[src/rtl/calc_ctrl.sv]
// rtl/calc_ctrl.sv - sign-magnitude calculator command controller (IDLE/EXEC/DONE)
// Optional one-entry command buffer enabled by defining CALC_CMDBUF_EN.
module calc_ctrl #(
    parameter int ILLEGAL_OP_ERR = 1
) (
    input  logic       clk,
    input  logic       rst,
    input  logic       in_valid,
    output logic       in_ready,
    input  logic [2:0] in_a,
    input  logic [2:0] in_b,
    input  logic [2:0] in_op,
    output logic       out_valid,
    input  logic       out_ready,
    output logic [4:0] out_result,
    output logic       out_err,
    output logic       busy
);
    typedef enum logic [1:0] {IDLE = 2'd0, EXEC = 2'd1, DONE = 2'd2} state_t;

    localparam logic [2:0] OP_ADD = 3'd0;
    localparam logic [2:0] OP_SUB = 3'd1;
    localparam logic [2:0] OP_MUL = 3'd2;
    localparam logic [2:0] OP_DIV = 3'd3;
    localparam logic [2:0] OP_REM = 3'd4;

    state_t     state;
    logic [1:0] step;
    logic [2:0] a_r, b_r, op_r;
    logic [3:0] acc;
    logic [1:0] rem_r;
    logic       res_neg;
    logic [3:0] res_mag;
    logic       res_err;

    logic       l_go, l_err, done_exit;
    logic [2:0] l_a, l_b, l_op;
    logic [2:0] eff_op;
    logic [3:0] ua, ub, va, vb, sum, as_mag, pp, mul_n, quo_n;
    logic [2:0] trial;
    logic       ge;
    logic [1:0] rem_n;

`ifdef CALC_CMDBUF_EN
    logic       buf_full, buf_wr, buf_rd;
    logic [2:0] buf_a, buf_b, buf_op;

    assign in_ready = (state == IDLE) | ~buf_full;
`else
    assign in_ready = (state == IDLE);
`endif

    assign busy      = (state != IDLE);
    assign done_exit = (state == DONE) & out_valid & out_ready;

    // Pick the command to launch this edge; a buffered command outranks a new one.
    always_comb begin
        l_a  = in_a;
        l_b  = in_b;
        l_op = in_op;
        l_go = 1'b0;
`ifdef CALC_CMDBUF_EN
        buf_rd = 1'b0;
        if (((state == IDLE) | done_exit) & buf_full) begin
            l_go   = 1'b1;
            l_a    = buf_a;
            l_b    = buf_b;
            l_op   = buf_op;
            buf_rd = 1'b1;
        end else if (state == IDLE) begin
            l_go = in_valid;
        end
        buf_wr = in_valid & in_ready & ~((state == IDLE) & ~buf_full);
`else
        l_go = (state == IDLE) & in_valid;
`endif
    end

    assign l_err = (((l_op == OP_DIV) || (l_op == OP_REM)) && (l_b[1:0] == 2'b00)) ||
                   ((ILLEGAL_OP_ERR != 0) && (l_op > OP_REM));

    assign eff_op = (op_r > OP_REM) ? OP_ADD : op_r;

    // Signed add/sub in 4-bit two's complement, then back to sign-magnitude.
    assign ua     = {2'b00, a_r[1:0]};
    assign ub     = {2'b00, b_r[1:0]};
    assign va     = a_r[2] ? (4'd0 - ua) : ua;
    assign vb     = b_r[2] ? (4'd0 - ub) : ub;
    assign sum    = (eff_op == OP_SUB) ? (va - vb) : (va + vb);
    assign as_mag = sum[3] ? (4'd0 - sum) : sum;

    // One multiplier bit per step (LSB first), one quotient bit per step (MSB first).
    assign pp    = b_r[step[0]] ? (ua << step[0]) : 4'd0;
    assign mul_n = acc + pp;
    assign trial = {rem_r, (step[0] ? a_r[0] : a_r[1])};
    assign ge    = (trial >= {1'b0, b_r[1:0]});
    assign rem_n = ge ? 2'(trial - {1'b0, b_r[1:0]}) : trial[1:0];
    assign quo_n = {acc[2:0], ge};

    always_ff @(posedge clk or posedge rst) begin
        if (rst) begin
            state      <= IDLE;
            step       <= 2'd0;
            a_r        <= 3'd0;
            b_r        <= 3'd0;
            op_r       <= 3'd0;
            acc        <= 4'd0;
            rem_r      <= 2'd0;
            res_neg    <= 1'b0;
            res_mag    <= 4'd0;
            res_err    <= 1'b0;
            out_valid  <= 1'b0;
            out_result <= 5'd0;
            out_err    <= 1'b0;
`ifdef CALC_CMDBUF_EN
            buf_full   <= 1'b0;
            buf_a      <= 3'd0;
            buf_b      <= 3'd0;
            buf_op     <= 3'd0;
`endif
        end else begin
            case (state)
                IDLE: ;
                EXEC: begin
                    acc   <= (eff_op == OP_MUL) ? mul_n : quo_n;
                    rem_r <= rem_n;
                    step  <= step + 2'd1;
                    if ((eff_op == OP_ADD) || (eff_op == OP_SUB) || (step == 2'd1)) begin
                        state <= DONE;
                        step  <= 2'd0;
                        case (eff_op)
                            OP_MUL: begin
                                res_mag <= mul_n;
                                res_neg <= (a_r[2] ^ b_r[2]) & (|mul_n);
                            end
                            OP_DIV: begin
                                res_mag <= quo_n;
                                res_neg <= (a_r[2] ^ b_r[2]) & (|quo_n);
                            end
                            OP_REM: begin
                                res_mag <= {2'b00, rem_n};
                                res_neg <= a_r[2] & (|rem_n);
                            end
                            default: begin
                                res_mag <= as_mag;
                                res_neg <= sum[3];
                            end
                        endcase
                    end
                end
                DONE: begin
                    if (!out_valid) begin
                        out_valid  <= 1'b1;
                        out_result <= {res_neg, res_mag};
                        out_err    <= res_err;
                    end else if (out_ready) begin
                        out_valid  <= 1'b0;
                        out_result <= 5'd0;
                        out_err    <= 1'b0;
                        state      <= IDLE;
                    end
                end
                default: state <= IDLE;
            endcase

            // Launch overrides the DONE->IDLE exit when a command is waiting.
            if (l_go) begin
                a_r     <= l_a;
                b_r     <= l_b;
                op_r    <= l_op;
                step    <= 2'd0;
                acc     <= 4'd0;
                rem_r   <= 2'd0;
                res_neg <= 1'b0;
                res_mag <= 4'd0;
                res_err <= l_err;
                state   <= l_err ? DONE : EXEC;
            end

`ifdef CALC_CMDBUF_EN
            if (buf_wr) begin
                buf_full <= 1'b1;
                buf_a    <= in_a;
                buf_b    <= in_b;
                buf_op   <= in_op;
            end else if (buf_rd) begin
                buf_full <= 1'b0;
            end
`endif
        end
    end
endmodule

[config.mk]
export PLATFORM = sky130hd
export DESIGN_NAME = calc_ctrl
export DESIGN_NICKNAME = d
export VERILOG_FILES = /design/src/rtl/calc_ctrl.sv
export SDC_FILE = /design/constraint.sdc
export NUM_CORES = 1
export LEC_CHECK = 0
export BUFFER_PORTS_ARGS = -buffer_cell sky130_fd_sc_hd__buf_2
export CORE_MARGIN = 2
export CORE_UTILIZATION = 50
export CTS_CLUSTER_SIZE = 30
export DETAILED_ROUTE_END_ITERATION = 7
export GPL_ROUTABILITY_DRIVEN = 0
export PLACE_DENSITY = 0.74
export SYNTH_ARGS = -nofsm -noshare
export SYNTH_HDL_FRONTEND = slang
export SYNTH_SLANG_ARGS = --single-unit
[constraint.sdc]
create_clock -name clk -period 4.95 [get_ports clk]
set_clock_uncertainty 0.05 [all_clocks]
set_input_delay 0.495 -clock clk [delete_from_list [all_inputs] [get_ports clk]]
set_output_delay 0.495 -clock clk [all_outputs]
set_load 0.03 [all_outputs]
# Word-level counts from Yosys, hierarchy flattened
# Cells that the tools add are included.
[totals] ff_bits=32 in_bits=13 output_inout_bits=9 wordCells=100
[classes] add_sub_neg=8 n_lt_le_gt_ge=4 n_eq_ne=14 n_shift=1 n_mux=38 bitwise=5 reduce_logical=17
[ops] operator="4-bit two-way mux" count=11
[ops] operator="2-bit two-way mux" count=11
[ops] operator="4-bit case mux with 3 select lines" count=1
[ops] operator="1-bit two-way mux" count=10
[ops] operator="5-bit two-way mux" count=2
[ops] operator="3-bit by 2-bit == test with 1-bit output, second input constant" count=3
[ops] operator="3-bit inequality test, second input constant" count=3
[ops] operator="4-bit adder" count=2
[ops] operator="4-bit OR reduction" count=2
[ops] operator="3-bit == test, second input constant" count=2
[ops] operator="3-bit > comparator, second input constant" count=2
[ops] operator="2-bit case mux with 3 select lines" count=1
[ops] operator="2-bit nonzero test" count=3
[ops] operator="1-bit by 2-bit subtractor with 3-bit output, first input constant" count=2
[ops] operator="1-bit bitwise AND" count=4
[ops] operator="2-bit by 1-bit == test with 1-bit output, second input constant" count=2
[ops] operator="2-bit zero test" count=2
[ops] operator="1-bit logical OR" count=4
[ops] operator="2-bit by 1-bit inequality test with 1-bit output, second input constant" count=2
[ops] operator="2-bit AND reduction" count=2
[ops] operator="4-bit AND reduction" count=1
[ops] operator="2-bit by 1-bit << shifter with 4-bit output" count=1
[ops] operator="1-bit by 4-bit subtractor with 4-bit output, first input constant" count=1
[ops] operator="4-bit subtractor" count=1
[ops] operator="12 further kinds" count=12

# Logic depth before layout (Yosys ltp)
[depth] ltp_word=10 depth_mapped=13 depth_no_buf=13

# Worst setup path after synthesis
# No wires, ideal clock.
[synth_path] path_kind="register -> register" start="register b_r[0]" end="register res_mag[2]" arrival_ns=2.853 path_slack_ns=1.965 stages_incl_launch_ff=14 cell_sequence="dfrtp_1 -> inv_1 -> ha_1 -> mux2i_1 -> ha_1 -> nor2_1 -> a21oi_1 -> inv_1 -> ha_1 -> and3b_1 -> o21ai_0 -> a22oi_1 -> or4_1 -> a31oi_1"
[synth_between] elab_chain_cells=10
[synth_rtl] item="start: declaration" line_no="29" source="logic [2:0] a_r, b_r, op_r;"
[synth_rtl] item="start signal: assignment" line_no="169" source="b_r <= l_b;"
[synth_rtl] item="1-bit by 2-bit subtractor with 3-bit output" line_no="88" source="assign vb = b_r[2] ? (4'd0 - ub) : ub;"
[synth_rtl] item="4-bit two-way mux" line_no="88"
[synth_rtl] item="4-bit adder / 4-bit subtractor (equally long branches)" line_no="89" source="assign sum = (eff_op == OP_SUB) ? (va - vb) : (va + vb);"
[synth_rtl] item="4-bit two-way mux" line_no="89"
[synth_rtl] item="1-bit by 4-bit subtractor with 4-bit output" line_no="90" source="assign as_mag = sum[3] ? (4'd0 - sum) : sum;"
[synth_rtl] item="4-bit two-way mux" line_no="90"
[synth_rtl] item="4-bit case mux with 3 select lines (*)" line_no="131" source="case (eff_op)"
[synth_rtl] item="4-bit two-way mux (*)" line_no="128" source="if ((eff_op == OP_ADD) || (eff_op == OP_SUB) || (step == 2'd1)) begin"
[synth_rtl] item="4-bit two-way mux (*)" line_no="122" source="case (state)"
[synth_rtl] item="4-bit two-way mux (*)" line_no="167" source="if (l_go) begin"
[synth_rtl] item="end signal: assignment" line_no="133" source="res_mag <= mul_n;"
[synth_rtl] item="end signal: assignment" line_no="137" source="res_mag <= quo_n;"
[synth_rtl] item="end signal: assignment" line_no="141" source="res_mag <= {2'b00, rem_n};"
[synth_rtl] item="end: declaration" line_no="33" source="logic [3:0] res_mag;"
# Mark *: on every way between the ends. The rest lies on a longest branch, timed or not. The select of a mux whose other input is x is not followed.
# A chain may end at the register's enable or synchronous reset.

# Final worst setup path
# Ends and elaborated chain as after synthesis.

==> results.toml <==
[logic_synthesis]
synth_edf_count = 0
synth_xor_xnor_area_share_pct = 2.01
synth.ff_latch_count = 32
synthMuxAreaShare_pct = 8.86
seq_area_frac_synth_pct = 36.8
dominant_combinational_cell_family_by_area_after_synthesis = "compound AO/OA/AOI/OAI gates"
synthesis.instances = 227
syn_nets = 255
synthesis.yosys.warnings = 0
synth_async_sr_flop_share_pct = 100
synth-main-ff-cell = "dfrtp_1"
yosys.area_share.adder_pct = 9.32
syn-mean-instance-area_um2 = 9.59
synth_simple_gate_area_share_pct = 17.9
synthesis.area_um2 = 2180
ys_types = 51
synth_compound_gate_area_share_pct = 22.0

[floorplan]
ioPinCount = 22
fp.dieW_um = 70.0
initial_utilization_pct = 53.2
die_y_um = 70.0
core_footprint_um2 = 4090
rows = 23
dieArea_um2 = 4900

[global_route]
antenna_violations_before_repair = 0
number_of_global_route_vias_before_repair = 1758
global_route_wire_length_before_repair_um = 8090
grt.total_usage_pct = 20.3
pin_count_of_the_biggest_net_entering_global_routing = 33
grt.overflow.total = 0

[job]
max_cap_viol_count = 0

[clock_tree]
numClockSinks = 32
total_clock_buffers_created_by_cts = 5
htree_levels = 2
cts_setup_buffers = 0
cts_repair_resize_count = 0
cts_buffer_depth = 2
cts_tree = "built"
clk_pin_slew_worst_paths_ns = 0.07
cts_hold_repair.buffers = 0
cts.root.buffer_cell = "clkbuf_8"
clock_latency_ns = 0.29

[worst_setup_path]
path_common_cell = "ha_1"
timing_worst_setup_path_type = "register to register"
worst-endpoint-arrival_ns = 3.46
worst-path-max-fanout = 5
critical_path_buf_inv_count = 2
cp.required_ns = 5.12
crit_chain = "inv_1 -> ha_1 -> mux2i_1 -> ha_1 -> nor2_1 -> a21oi_1 -> inv_1 -> ha_1 -> and3b_1 -> o21ai_0 -> a22oi_1 -> or4_1 -> a31oi_1"
critical_path.top_delay_family = "adder cells"
critical_path.max_stage_delay_ns = 0.48
critPathLaunchType = "register"
timing.critical_path.to_type = "register"
critical-path-slowest-cell = "or4_1"

[sta]
maxSlewViolCount = 0
final_report_setup_violation_count = 0
timing_limited_maximum_frequency_ghz = 0.303
grt_setup_unrepaired = "no"
fin_crit_ns = 3.30
worstMarginPinSlew_ns = 0.572
report.final.hold_viol_count = 0
slew_headroom_pct = 60.9
tns_ns = 0
post-route-period-util_pct = 66.6

[detailed_routing]
remaining_drc_errors = 0
routed_wirelength_um = 4610
avg_vias_per_cell = 5.95
tritonroute_pass_1_iters = 4
first_iter_violations = 113
route.vias.total = 1797
wl_cell_um = 15.3
drt.antenna.violating_nets = 0

[layout]
fin_nets = 279
fraction_of_final_layout_cells_with_drive_strength_greater_than_1_pct = 19.0
antenna-diode-count = 0
n_fill_cell = 368
layout.cells.most_common_list = "dfrtp_1 (32), buf_2 (21), o21ai_0 (20)"
multiInputGateArea_um2 = 1310
most_frequent_standard_cell_in_the_layout_excluding_fill_and_tap_cells = "dfrtp_1"
regArea_um2 = 801
flow.area_growth_from_synthesis_pct = 12.9

[placed_design]
detailedPlacementHpwl_um = 3470
buffer_ports.inserted = 21

[outcome]
run_status = "complete, no violations"

[hold_path]
min_path_type = "input pin to async pin"
==> per-layer routing <==
layer	up-vias	global-route usage (%)	wire (µm)
li1	896	-	-
met1	860	26.9	2210
met2	33	33.9	2120
met3	8	3.90	190
met4	0	5.77	85
met5	-	0	0
==> cell type report <==
class                   instances  share of cell area, %
clock buffers                   7                   3.92
clock inverters                 1                   1.22
inverters                      13                   1.99
multi-input cells             177                   53.2
flip-flops and latches         32                   32.6
well taps                      50                   2.55
repair buffers                 22                   4.58
==> per-stage QoR <==
| stage | setup WS, ns | hold slack (ns) | util, % | area (µm²) | cells |
|---|---|---|---|---|---|
| after floorplan | 1.96 | 0.400 | - | 2180 | 227 |
| after global placement | 1.81 | 0.418 | 57.0 | 2330 | 294 |
| after detailed placement | 1.68 | 0.430 | 57.0 | 2330 | 294 |
| after CTS | 1.67 | 0.238 | 60.1 | 2460 | 302 |
| after global routing | 1.33 | 0.287 | 60.1 | 2460 | 302 |
| final | 1.65 | 0.224 | 60.1 | 2460 | 302 |
==> flip-flops by register name, indices dropped and copies added, names as in the netlist, 2 cells and up <==
| signal | cells |
|---|---|
| acc | 4 |
| step | 2 |
| res_mag | 4 |
| out_result | 5 |
| state | 2 |
| rem_r | 2 |
| a_r | 3 |
| op_r | 3 |
| b_r | 3 |
==> worst reg2reg max path: cells and delay by family, from the launching register on <==
kind,cells,cell delay [ns]
flip-flops,1,0.41
AO/OA/AOI/OAI,4,0.78
adder cells (fa/ha/maj),3,0.78
AND/OR/NAND/NOR,3,0.70
buffers and inverters,2,0.21
multiplexers,1,0.31
==> worst paths after layout <==
check | from | to | slack, ns | cells after the start
worst max register to register | b_r[0] | res_mag[2] | 1.65 | 13
max in group asynchronous | rst | b_r[2] | 4.34 | 3
worst min-delay path | rst | res_err | 0.22 | 3
min in group clk | in_a[2] | a_r[2] | 0.38 | 2
worst max-delay path | b_r[0] | res_mag[2] | 1.65 | 13
worst min register to register | step[1] | step[1] | 0.44 | 2
==> logic make-up after synthesis <==
kind of cell	Yosys count
and+or+nand+nor	68
adders and majority gates	15
DFF	32
buffers and inverters	18
AOI/OAI and AO/OA	71
xor gates and xnor gates	5
muxes	18
==> cell usage after synthesis, types with 2 or more instances <==
cell type / n / area [µm²]
a211o_1: 2 / 17.5
a211oi_1: 5 / 37.5
mux2_2: 10 / 113
ha_1: 13 / 163
o21a_1: 2 / 15.0
o211ai_1: 2 / 15.0
o31ai_1: 2 / 15.0
dfrtp_1: 32 / 801
nor2_1: 9 / 33.8
or4_1: 2 / 15.0
nor2b_1: 4 / 25.0
nand2b_1: 8 / 50.1
nand2_1: 13 / 48.8
clkbuf_1: 4 / 15.0
nand3_1: 9 / 45.0
inv_1: 13 / 48.8
nor3_1: 8 / 40.0
o21ai_0: 20 / 100
nor4_1: 2 / 12.5
a31oi_1: 4 / 25.0
mux2i_1: 8 / 80.1
xor2_1: 4 / 35.0
a2111oi_0: 2 / 17.5
a21o_1: 4 / 30.0
a22o_1: 6 / 52.6
nor3b_2: 2 / 25.0
fa_1: 2 / 40.0
and3_1: 2 / 12.5
a21oi_1: 11 / 55.1
Power is left out: the tool's default activity adds up to more than one toggle a clock period on the data nets, which glitch-free logic cannot reach.
